File: config.mk
export PLATFORM = sky130hd
export DESIGN_NAME = uart_tx_frame_ctrl
export DESIGN_NICKNAME = d
export VERILOG_FILES = /design/src/rtl/uart_tx_frame_ctrl.sv
export SDC_FILE = /design/constraint.sdc
export NUM_CORES = 1
export LEC_CHECK = 0
export CORE_ASPECT_RATIO = 1.1
export CORE_UTILIZATION = 53
export DETAILED_ROUTE_END_ITERATION = 7
export PLACE_DENSITY = 0.78
export SLEW_MARGIN = 10
export SYNTH_ARGS = -nofsm -noshare
export SYNTH_HDL_FRONTEND = slang
export SYNTH_SLANG_ARGS = --single-unit
export TNS_END_PERCENT = 1
File: constraint.sdc
create_clock -name clk -period 2.4 [get_ports clk]
set_clock_uncertainty 0.1 [all_clocks]
set_input_delay 0.24 -clock clk [delete_from_list [all_inputs] [get_ports clk]]
set_output_delay 0.24 -clock clk [all_outputs]
set_load 0.05 [all_outputs]
File: src/rtl/uart_tx_frame_ctrl.sv
// UART transmitter with control FSM, baud divider and shift register.
// Sends start bit, DATA_W data bits (LSB first), optional parity and one or
// two stop bits. All outputs are registered; the next-state logic computes
// the level each output takes in the coming clock.
module uart_tx_frame_ctrl #(
    parameter int DATA_W       = 8,
    parameter int CLKS_PER_BIT = 16,
    parameter int CNT_W        = $clog2(CLKS_PER_BIT)
) (
    input  logic              clk,
    input  logic              rst,
    input  logic [DATA_W-1:0] tx_data,
    input  logic              tx_valid,
    output logic              tx_ready,
    input  logic [1:0]        parity_mode,
    input  logic              two_stop,
    output logic              tx,
    output logic              busy,
    output logic              done
);
    localparam int               BIT_W     = $clog2(DATA_W);
    localparam logic [CNT_W-1:0] BAUD_LAST = CNT_W'(CLKS_PER_BIT - 1);
    localparam logic [BIT_W-1:0] BIT_LAST  = BIT_W'(DATA_W - 1);

    typedef enum logic [2:0] {
        S_IDLE,
        S_START,
        S_DATA,
        S_PARITY,
        S_STOP
    } state_t;

    state_t            r_state, w_state_nxt;
    logic [CNT_W-1:0]  r_baud_cnt, w_baud_cnt_nxt;
    logic [BIT_W-1:0]  r_bit_cnt, w_bit_cnt_nxt;
    logic [DATA_W-1:0] r_shift, w_shift_nxt;
    logic              r_par_bit, w_par_bit_nxt;
    logic              r_par_en, w_par_en_nxt;
    logic              r_two_stop, w_two_stop_nxt;
    logic              r_tx, w_tx_nxt;
    logic              r_ready, w_ready_nxt;
    logic              r_busy, w_busy_nxt;
    logic              r_done, w_done_nxt;
    logic              w_accept;
    logic              w_bit_end;

    // Parity of the word: even when odd_sel=0, odd when odd_sel=1.
    function automatic logic f_parity(input logic [DATA_W-1:0] d, input logic odd_sel);
        return (^d) ^ odd_sel;
    endfunction

    // Modes 01 (even) and 10 (odd) add a parity bit; 00 and 11 do not.
    function automatic logic f_parity_en(input logic [1:0] mode);
        return (mode == 2'b01) || (mode == 2'b10);
    endfunction

    assign w_accept  = tx_valid && r_ready;
    assign w_bit_end = (r_baud_cnt == BAUD_LAST);

    // Next-state, datapath and next output levels.
    always_comb begin
        w_state_nxt    = r_state;
        w_baud_cnt_nxt = r_baud_cnt;
        w_bit_cnt_nxt  = r_bit_cnt;
        w_shift_nxt    = r_shift;
        w_par_bit_nxt  = r_par_bit;
        w_par_en_nxt   = r_par_en;
        w_two_stop_nxt = r_two_stop;
        w_tx_nxt       = 1'b1;

        if (r_state != S_IDLE) begin
            w_baud_cnt_nxt = w_bit_end ? '0 : r_baud_cnt + 1'b1;
        end

        case (r_state)
            S_IDLE: begin
                w_baud_cnt_nxt = '0;
                if (w_accept) begin
                    w_state_nxt    = S_START;
                    w_bit_cnt_nxt  = '0;
                    w_shift_nxt    = tx_data;
                    w_par_bit_nxt  = f_parity(tx_data, parity_mode[1]);
                    w_par_en_nxt   = f_parity_en(parity_mode);
                    w_two_stop_nxt = two_stop;
                end
            end
            S_START: begin
                if (w_bit_end) w_state_nxt = S_DATA;
            end
            S_DATA: begin
                if (w_bit_end) begin
                    w_shift_nxt = r_shift >> 1;
                    if (r_bit_cnt == BIT_LAST) begin
                        w_bit_cnt_nxt = '0;
                        w_state_nxt   = r_par_en ? S_PARITY : S_STOP;
                    end else begin
                        w_bit_cnt_nxt = r_bit_cnt + 1'b1;
                    end
                end
            end
            S_PARITY: begin
                if (w_bit_end) w_state_nxt = S_STOP;
            end
            S_STOP: begin
                if (w_bit_end) begin
                    // Bit counter marks which stop bit is in progress.
                    if (r_two_stop && (r_bit_cnt == '0)) begin
                        w_bit_cnt_nxt = BIT_W'(1);
                    end else begin
                        w_bit_cnt_nxt = '0;
                        w_state_nxt   = S_IDLE;
                    end
                end
            end
            default: begin
                w_state_nxt = S_IDLE;
            end
        endcase

        case (w_state_nxt)
            S_START:  w_tx_nxt = 1'b0;
            S_DATA:   w_tx_nxt = w_shift_nxt[0];
            S_PARITY: w_tx_nxt = w_par_bit_nxt;
            default:  w_tx_nxt = 1'b1;
        endcase

        w_ready_nxt = (w_state_nxt == S_IDLE);
        w_busy_nxt  = (w_state_nxt != S_IDLE);
        w_done_nxt  = (r_state == S_STOP) && (w_state_nxt == S_IDLE);
    end

    // FSM state register.
    always_ff @(posedge clk or negedge rst) begin
        if (!rst) r_state <= S_IDLE;
        else      r_state <= w_state_nxt;
    end

    // Baud/bit counters, shift register and per-frame latched settings.
    always_ff @(posedge clk or negedge rst) begin
        if (!rst) begin
            r_baud_cnt <= '0;
            r_bit_cnt  <= '0;
            r_shift    <= '0;
            r_par_bit  <= 1'b0;
            r_par_en   <= 1'b0;
            r_two_stop <= 1'b0;
        end else begin
            r_baud_cnt <= w_baud_cnt_nxt;
            r_bit_cnt  <= w_bit_cnt_nxt;
            r_shift    <= w_shift_nxt;
            r_par_bit  <= w_par_bit_nxt;
            r_par_en   <= w_par_en_nxt;
            r_two_stop <= w_two_stop_nxt;
        end
    end

    // Registered outputs; reset drives the line idle-high immediately.
    always_ff @(posedge clk or negedge rst) begin
        if (!rst) begin
            r_tx    <= 1'b1;
            r_ready <= 1'b1;
            r_busy  <= 1'b0;
            r_done  <= 1'b0;
        end else begin
            r_tx    <= w_tx_nxt;
            r_ready <= w_ready_nxt;
            r_busy  <= w_busy_nxt;
            r_done  <= w_done_nxt;
        end
    end

    assign tx       = r_tx;
    assign tx_ready = r_ready;
    assign busy     = r_busy;
    assign done     = r_done;

endmodule
==> results.py, run 1 <==
metrics = {
    "clocking": {
        "ctsRootBufferMaster": "clkbuf_4",
        "cts_hold_buffers": 0,
        "cts_tree": "done",
        "clkLatencyLatePin_ns": 0.32,
        "numCtsBuffers": 3,
        "clkTransAtPathRegs_ns": 0.14,
        "cts_post_setup_buffers_inserted": 0,
        "clock_path_buffers": 2,
        "cts_sinks": 25,
        "htree_levels": 1,
        "post_cts_resized": 0,
    },
    "route": {
        "vias": 932,
        "dr.pass1.iters": 4,
        "antenna_left": 0,
        "drcViolationCount": 0,
        "wirelength_um": 2210,
        "drt_iter0_markers": 18,
        "viasPerCell": 5.51,
        "wl_per_cell_um": 13.1,
    },
    "yosys": {
        "ys_ff_latch": 25,
        "yosys.area.top_type": "dfrtp_1",
        "synth_edf_count": 0,
        "synth_area_mm2": 0.00127,
        "yosysSeqAreaShare_pct": 49.3,
        "synthTopCellsByArea": "dfrtp_1 (45%), xnor2_1 (6.9%), nand2_1 (4.4%), a22oi_1 (4.1%), dfstp_2 (4.1%)",
        "ys.flop_type": "dfrtp_1",
        "synth_top_area_share_pct": 45.2,
        "synthArstFlopShare_pct": 100,
        "synth_cells": 119,
        "syn_area_per_cell_um2": 10.7,
        "synth_fp_nets": 137,
        "synth_cell_types": 37,
        "yosys_warnings": 0,
    },
    "min_path": {
        "hold_class": "primary input to async pin",
    },
    "placement": {
        "io_buffers": 17,
        "place_hpwl_um": 1690,
        "place.gp.congestion": 0.834,
    },
    "pwr": {
        "power_density_mw_per_mm2": 996,
        "ir_drop_mv": 0.568,
        "p_leak_nw": 0.659,
        "fin_total_pwr_mw": 1.49,
    },
    "critical_path": {
        "required_ns": 2.52,
        "ff2ff_path_depth": 6,
        "cp_max_fo": 6,
        "path_class": "flip-flop to flip-flop",
        "worstPathArrival_ns": 2.19,
        "worstSetupStartpointType": "flip-flop",
        "end_kind": "flip-flop",
    },
    "timing": {
        "max_freq_mhz": 483,
        "whs_ns": 0.155,
        "worstMarginPinSlew_ns": 0.575,
        "finalSetupTns_ns": 0,
        "fin_crit_sh_pct": 86.2,
        "min_period_ns": 2.07,
        "maxSlewHeadroom_pct": 61.2,
        "hold_viol": 0,
        "setup_viol": 0,
        "slew_viol_final": 0,
        "grt_setup_unrepaired": "false",
    },
    "floorplanning": {
        "start_util_pct": 56.6,
        "rows": 18,
        "core_mm2": 0.00225,
        "die_h_um": 53.4,
        "die-area_mm2": 0.00260,
        "die_x_um": 48.7,
        "io_pins": 18,
    },
    "cells_and_area": {
        "antennaDiodeCount": 0,
        "syn2layout_area_growth_pct": 17.7,
        "layout-drive-gt1-share_pct": 12.2,
        "finalNetCount": 158,
        "fillers": 184,
    },
    "grt": {
        "grt_pass1_wl_um": 3920,
        "globalRouteTotalUtil_pct": 20.5,
        "grt_overflow": 0,
        "antenna_found_initial": 0,
        "grt_pass1_vias": 903,
        "grt_max_degree": 26,
    },
    "flow_run": {
        "maxCapViolations": 0,
    },
    "status": {
        "status": "finished clean",
    },
}
==> per-stage QoR <==
stage | std cells | utilization [%] | area (um2) | worst slack (ns)
floorplan | 119 | - | 1270 | 0.500
global placement | 165 | 65.3 | 1470 | 0.377
detailed placement | 165 | 65.3 | 1470 | 0.329
CTS | 169 | 66.6 | 1500 | 0.311
global route | 169 | 66.6 | 1500 | 0.205
finish | 169 | 66.6 | 1500 | 0.331
==> worst paths after layout <==
path                                          from                      to  slack (ns)
max                        r_baud_cnt[0]$_DFF_PN0_          busy$_DFF_PN0_        0.33
min                                            rst          busy$_DFF_PN0_        0.16
max reg2reg                r_baud_cnt[0]$_DFF_PN0_          busy$_DFF_PN0_        0.33
min reg2reg                 r_shift[1]$_DFFE_PN0P_  r_shift[1]$_DFFE_PN0P_        0.39
max in group asynchronous                      rst            tx$_DFF_PN1_        1.76
min in group clk            r_shift[1]$_DFFE_PN0P_  r_shift[1]$_DFFE_PN0P_        0.39
==> flip-flops by register name, summed over array words and instances (netlist names) <==
name and count:
r_shift 8, r_baud_cnt 4, r_bit_cnt 3, r_state 3, busy 1, done 1
r_par_bit 1, r_par_en 1, r_two_stop 1, tx 1, tx_ready 1
==> cell usage after synthesis (all sizes together), types with 3 or more instances <==
library cell	n
a22oi	8
o21ai	3
mux2i	3
a21oi	4
buf	4
nor2	10
nor3	3
dfrtp	23
nand2	15
ha	4
inv	4
xnor2	10
==> critical path, stage by stage (launching register included) <==
cell and delay [ns]:
dfrtp_1 0.41, ha_1 0.23, and3_1 0.31, nor3b_1 0.10
a311o_1 0.38, or2_1 0.24, or2_1 0.21
==> routing by layer <==
| metal | global-route usage, % | wire [um] | up-vias |
|---|---|---|---|
| met4 | 13.2 | 47 | 0 |
| met2 | 35.2 | 1120 | 22 |
| met1 | 23.7 | 981 | 450 |
| met3 | 3.74 | 63 | 6 |
| li1 | - | - | 454 |
| met5 | 0 | 0 | - |
==> cells by family (layout without fill, tap and decap cells) <==
group / after synthesis / count (layout) / share of synthesized area [%]
AND/OR/NAND/NOR: 45 / 45 / 19.2
flip-flops: 25 / 25 / 49.3
AO/OA/AOI/OAI: 22 / 22 / 12.9
XOR/XNOR: 10 / 10 / 6.88
buffers and inverters: 8 / 28 / 3.73
multiplexers: 5 / 5 / 4.13
adder cells (fa/ha/maj): 4 / 4 / 3.93
==> cell usage in the layout (no fill, tap or decap), types with 2 or more instances in the layout <==
cell type,synthesis,layout
dfrtp_1,23,23
clkdlybuf4s50_1,0,17
nand2_1,15,15
xnor2_1,10,10
nor2_1,9,9
a22oi_1,7,7
inv_1,4,4
a21oi_1,4,4
ha_1,4,4
o21ai_0,3,3
mux2i_1,3,3
clkbuf_4,0,3
buf_4,0,3
and2_0,2,2
nor3b_1,2,2
and3_1,2,2
nor2b_1,2,2
nor3_1,2,2
mux2_2,2,2
or2_1,2,2
dfstp_2,2,2
==> layout make-up <==
class | instances | area (um2) | area share (%)
multi-input cells | 86 | 598 | 39.9
clock buffers | 3 | 22.5 | 1.50
flip-flops and latches | 25 | 628 | 41.9
inverters | 4 | 15.0 | 1.00
well taps | 30 | 37.5 | 2.50
clock inverters | 1 | 5.00 | 0.334
repair buffers | 20 | 193 | 12.9
==> where the power goes <==
part	switching, mW	internal, mW	total (mW)
logic	0.283	0.266	0.549
clock network	0.124	0.0624	0.186
registers	0.145	0.613	0.758
No activity file was read; power rests on OpenSTA's default activity.
==> inputs of run 2 (changes only) <==
ABC_CLOCK_PERIOD_IN_PS = 2400   (was not set)
RECOVER_POWER = 50   (was not set)
==> run 2 against run 1 <==
Against the previous run: sequential share of layout area up 0.25 points; sequential power down 0.5%; combinational power about the same; largest power group unchanged.
==> results.py, run 2 (synthesis gave the netlist of run 1 again) <==
metrics = {
    "critical_path": {
        "required_ns": 2.56,
        "end_kind": "flip-flop",
        "ff2ff_setup_slack_ns": 0.29,
        "ff2ff_path_depth": 6,
        "cp_max_fo": 13,
        "path_class": "flip-flop to flip-flop",
        "worstPathArrival_ns": 2.27,
        "r2r-end": "tx$_DFF_PN1_",
        "worstSetupStartpointType": "flip-flop",
        "r2r-start": "r_state[2]$_DFF_PN0_",
    },
    "clocking": {
        "clkLatencyLatePin_ns": 0.32,
        "clock_path_buffers": 2,
        "cts_tree": "done",
        "cts_post_setup_buffers_inserted": 0,
        "clkTransAtPathRegs_ns": 0.14,
        "post_cts_resized": 0,
        "ctsRootBufferMaster": "clkbuf_4",
        "cts_hold_buffers": 0,
        "cts_sinks": 25,
        "numCtsBuffers": 3,
        "htree_levels": 1,
    },
    "grt": {
        "grt_pass1_vias": 903,
        "globalRouteTotalUtil_pct": 20.5,
        "grt_max_degree": 26,
        "grt_pass1_wl_um": 3920,
        "grt_overflow": 0,
        "antenna_found_initial": 0,
    },
    "cells_and_area": {
        "fillers": 185,
        "fin_util_pct": 66.2,
        "antennaDiodeCount": 0,
        "multi_input_area_um2": 593,
        "seqCellArea_um2": 628,
        "largest_register_ffs": 8,
        "finalNetCount": 158,
        "final_common_cell": "dfrtp_1",
        "layout.cells.non_filler": 169,
        "mostFrequentLayoutCells": "dfrtp_1 (23), clkdlybuf4s50_1 (16), nand2_1 (15), xnor2_1 (10), nor2_1 (9)",
        "syn2layout_area_growth_pct": 17.0,
        "regMostFlops": "r_shift",
        "final_area_mm2": 0.00149,
        "layout-drive-gt1-share_pct": 10.8,
        "reg_top3": "r_shift (8), r_baud_cnt (4)",
    },
    "route": {
        "antenna_left": 0,
        "drcViolationCount": 0,
        "dr.pass1.iters": 4,
        "viasPerCell": 5.49,
        "drt_iter0_markers": 13,
        "vias": 927,
        "wirelength_um": 2200,
        "wl_per_cell_um": 13.0,
    },
    "min_path": {
        "holdPathEnd": "r_shift[1]$_DFFE_PN0P_",
        "holdCritStartpoint": "r_shift[1]$_DFFE_PN0P_",
        "holdPathStages": 2,
        "hold_class": "flip-flop to flip-flop",
    },
    "placement": {
        "place.gp.congestion": 0.834,
        "dp_slack_ns": 0.329,
        "io_buffers": 17,
        "dpl_cell_area_mm2": 0.00147,
        "place_inst": 165,
        "place_hpwl_um": 1690,
    },
    "floorplanning": {
        "start_util_pct": 56.6,
        "die-area_mm2": 0.00260,
        "core_mm2": 0.00225,
        "die_h_um": 53.4,
        "rows": 18,
        "io_pins": 18,
        "die_x_um": 48.7,
    },
    "pwr": {
        "ir_drop_mv": 0.568,
        "fin_total_pwr_mw": 1.49,
        "power_density_mw_per_mm2": 997,
        "p_leak_nw": 0.654,
    },
    "timing": {
        "worst_slack_ns": 0.286,
        "fin_crit_sh_pct": 88.1,
        "maxSlewHeadroom_pct": 13.8,
        "setup_viol": 0,
        "hold_viol": 0,
        "max_freq_mhz": 473,
        "finalSetupTns_ns": 0,
        "slew_viol_final": 0,
        "min_period_ns": 2.11,
        "whs_ns": 0.390,
        "worstMarginPinSlew_ns": 1.29,
        "grt_setup_unrepaired": "false",
    },
    "status": {
        "status": "finished clean",
    },
    "flow_run": {
        "maxCapViolations": 0,
    },
}
-- run 2: area by class of cell --
type                    count  area share (%)
clock buffers               3            1.51
clock inverters             1           0.336
inverters                   4            1.01
multi-input cells          86            39.8
flip-flops and latches     25            42.1
well taps                  30            2.52
repair buffers             20            12.7
-- run 2: power by group --
part | switching (mW) | internal (mW) | leakage [nW] | total, mW
Clock | 0.124 | 0.0624 | 0.0177 | 0.186
Combinational | 0.283 | 0.263 | 0.328 | 0.546
Sequential | 0.141 | 0.613 | 0.309 | 0.754
Total | 0.548 | 0.938 | 0.654 | 1.49
-- run 2: worst max-delay path, cell delays in order (launching register included) --
cell and delay [ns]:
dfrtp_1 0.50, nor3_1 0.58, and2_0 0.25, buf_4 0.21, a221o_1 0.19, nor3_1 0.06, o2bb2ai_1 0.16
-- run 2: metal layers --
metal  vias to the layer above  share of wire, %  global-route usage (%)
li1                        454                 -                       -
met5                         -                 0                       0
met4                         0               2.1                    13.2
met3                         6               2.7                    3.74
met2                        24                51                    35.2
met1                       443                44                    23.7
-- run 2: how the worst max path moves through the flow --
stage | start | endpoint | slack, ns | cells past startpoint
final | r_state[2]$_DFF_PN0_ | tx$_DFF_PN1_ | 0.29 | 6
after global routing | r_state[2]$_DFF_PN0_ | tx$_DFF_PN1_ | 0.12 | 6
after CTS | r_baud_cnt[0]$_DFF_PN0_ | busy$_DFF_PN0_ | 0.31 | 6
after detailed placement | r_baud_cnt[0]$_DFF_PN0_ | busy$_DFF_PN0_ | 0.33 | 6
after global placement | tx_valid | tx$_DFF_PN1_ | 0.38 | 7
after floorplan | r_bit_cnt[0]$_DFFE_PN0P_ | busy$_DFF_PN0_ | 0.50 | 7
==> inputs of run 3 (changes only) <==
ABC_CLOCK_PERIOD_IN_PS = 1850   (was 2400)
CAP_MARGIN = 40   (was not set)
CELL_PAD_IN_SITES_DETAIL_PLACEMENT = 1   (was not set)
CELL_PAD_IN_SITES_GLOBAL_PLACEMENT = 2   (was not set)
CORE_UTILIZATION = 31   (was 53)
PLACE_DENSITY = not set   (was 0.78)
PLACE_DENSITY_LB_ADDON = 0.1   (was not set)
clock period = 1.85 ns   (was 2.4 ns; I/O delays follow)
==> run 3 against run 2 <==
Against the previous run: critical endpoint is now busy$_DFF_PN0_; die area up 68%; largest cell class is now multi-input combinational cells; fmax rose by 15%; the flow now finishes with violations (DRC); clock-buffer cell count unchanged.
==> results.py, run 3 (synthesis gave the netlist of run 1 again) <==
metrics = {
    "status": {
        "status": "finished, violations left",
        "violations": "DRC",
    },
    "grt": {
        "grtUsageMet1_pct": 18.9,
        "grt_pass1_vias": 1134,
        "gr-usage-met2_pct": 29.0,
        "grt_overflow": 0,
        "top_usage_layer": "met2",
        "grt_pass1_wl_um": 5320,
        "use_met3_pct": 1.64,
        "globalRouteTotalUtil_pct": 15.7,
        "antenna_found_initial": 0,
        "grt_max_degree": 26,
    },
    "critical_path": {
        "path_cells": "ha_2 > ha_4 > nor2b_1 > o21ai_2 > o221ai_2 > or2_1 > or2_1",
        "r2r-start": "r_bit_cnt[0]$_DFFE_PN0P_",
        "cp_slowest_cell": "dfrtp_1",
        "slowest_delay_ns": 0.40,
        "path_class": "flip-flop to flip-flop",
        "required_ns": 1.91,
        "ff2ff_setup_slack_ns": 0.02,
        "r2r-end": "busy$_DFF_PN0_",
        "worstPathArrival_ns": 1.89,
        "cp_max_fo": 2,
        "critPathMostFrequentCell": "or2_1",
        "ff2ff_path_depth": 7,
        "end_kind": "flip-flop",
        "worstSetupStartpointType": "flip-flop",
    },
    "route": {
        "viasPerCell": 4.72,
        "dr.pass1.iters": 6,
        "vias": 1057,
        "drcViolationCount": 1,
        "drt_iter0_markers": 16,
        "wirelength_um": 3170,
        "wl_per_cell_um": 14.1,
        "antenna_left": 0,
    },
    "placement": {
        "place_hpwl_um": 2370,
        "io_buffers": 17,
        "dpl_cell_area_mm2": 0.00168,
        "place.gp.congestion": 0.762,
    },
    "timing": {
        "max_freq_mhz": 545,
        "maxSlewHeadroom_pct": 55.5,
        "min_period_ns": 1.83,
        "finalSetupTns_ns": 0,
        "slew_viol_final": 0,
        "fin_crit_sh_pct": 99.1,
        "hold_viol": 0,
        "whs_ns": 0.376,
        "setup_viol": 0,
        "grt_setup_unrepaired": "true",
        "worstMarginPinSlew_ns": 0.667,
    },
    "floorplanning": {
        "die_h_um": 69.2,
        "core_mm2": 0.00396,
        "rows": 24,
        "io_pins": 18,
        "start_util_pct": 32.1,
        "die_x_um": 63.1,
        "die-area_mm2": 0.00437,
    },
    "pwr": {
        "power_density_mw_per_mm2": 1300,
        "ir_drop_mv": 0.374,
        "p_leak_nw": 0.835,
    },
    "clocking": {
        "numCtsBuffers": 3,
        "cts_tree": "done",
        "cts_sinks": 25,
        "clock_path_buffers": 2,
        "htree_levels": 1,
        "ctsRootBufferMaster": "clkbuf_8",
        "clkLatencyLatePin_ns": 0.27,
        "clkTransAtPathRegs_ns": 0.09,
    },
    "cells_and_area": {
        "largest_register_ffs": 8,
        "reg_top3": "r_shift (8), r_baud_cnt (4)",
        "final_common_cell": "buf_4",
        "regMostFlops": "r_shift",
        "antennaDiodeCount": 0,
        "layout-drive-gt1-share_pct": 41.3,
        "mostFrequentLayoutCells": "buf_4 (35), dfrtp_1 (20), nand2_1 (15), clkdlybuf4s50_1 (14), xnor2_1 (10)",
        "finalNetCount": 191,
        "syn2layout_area_growth_pct": 47.1,
        "fillers": 459,
        "final_area_mm2": 0.00187,
    },
    "min_path": {
        "hold_class": "primary input to async pin",
    },
    "flow_run": {
        "maxCapViolations": 0,
    },
}
## run 3: worst max path at each step
stage / start / slack, ns / to / cells after the start
floorplan: tx_ready$_DFF_PN1_ / -0.01 / r_par_bit$_DFF_PN0_ / 4
global placement: r_state[1]$_DFF_PN0_ / -0.04 / r_two_stop$_DFFE_PN0P_ / 6
global route: r_bit_cnt[0]$_DFFE_PN0P_ / -0.06 / busy$_DFF_PN0_ / 7
CTS: r_state[1]$_DFF_PN0_ / 0.00009 / r_two_stop$_DFFE_PN0P_ / 6
detailed placement: tx_valid / -0.08 / busy$_DFF_PN0_ / 6
finish: r_bit_cnt[0]$_DFFE_PN0P_ / 0.02 / busy$_DFF_PN0_ / 7
## run 3: cell type report
cell class | count | area [um2] | area share, %
flip-flops and latches | 25 | 632 | 33.7
repair buffers | 53 | 440 | 23.5
clock buffers | 3 | 41.3 | 2.20
inverters | 4 | 15.0 | 0.802
multi-input cells | 86 | 674 | 36.0
well taps | 52 | 65.1 | 3.47
clock inverters | 1 | 5.00 | 0.267
## run 3: worst max-delay path, delay by kind of cell, from the launching register on
| kind | cells | cell delay (ns) |
|---|---|---|
| adders and majority gates | 2 | 0.36 |
| DFF | 1 | 0.40 |
| AOI/OAI and AO/OA | 2 | 0.29 |
| and+or+nand+nor | 3 | 0.59 |
## run 3: where the power goes
group / internal (mW) / switching [mW]
clock: 0.151 / 0.181
combinational: 0.597 / 0.527
sequential: 0.801 / 0.176
## run 3: layer usage
| metal | vias to the layer above | wire, um |
|---|---|---|
| li1 | 522 | - |
| met1 | 520 | 1430 |
| met2 | 13 | 1660 |
| met3 | 2 | 65 |
| met4 | 0 | 12 |
| met5 | - | 0 |
## run 3: metrics by stage
stage / total power, mW / worst slack, ns / cells / util (%)
2_1_floorplan: 1.52 / -0.0143 / 119 / -
3_3_place_gp: 1.92 / -0.0376 / 212 / 42.5
3_5_place_dp: 1.98 / -0.0781 / 212 / 42.5
4_1_cts: 2.39 / 0.0000924 / 221 / 45.5
5_1_grt: 2.63 / -0.0568 / 224 / 47.3
6_report: 2.43 / 0.0165 / 224 / 47.3
## run 3: repair_timing
item                                    4_1_cts  5_1_grt
gates resized for setup                      11       12
pin swaps                                     4        7
hold buffers                                  0        0
endpoints found under the setup margin        6       11
buffers inserted                              5        3
hold endpoints to repair                      0        0
cloned                                        0        0
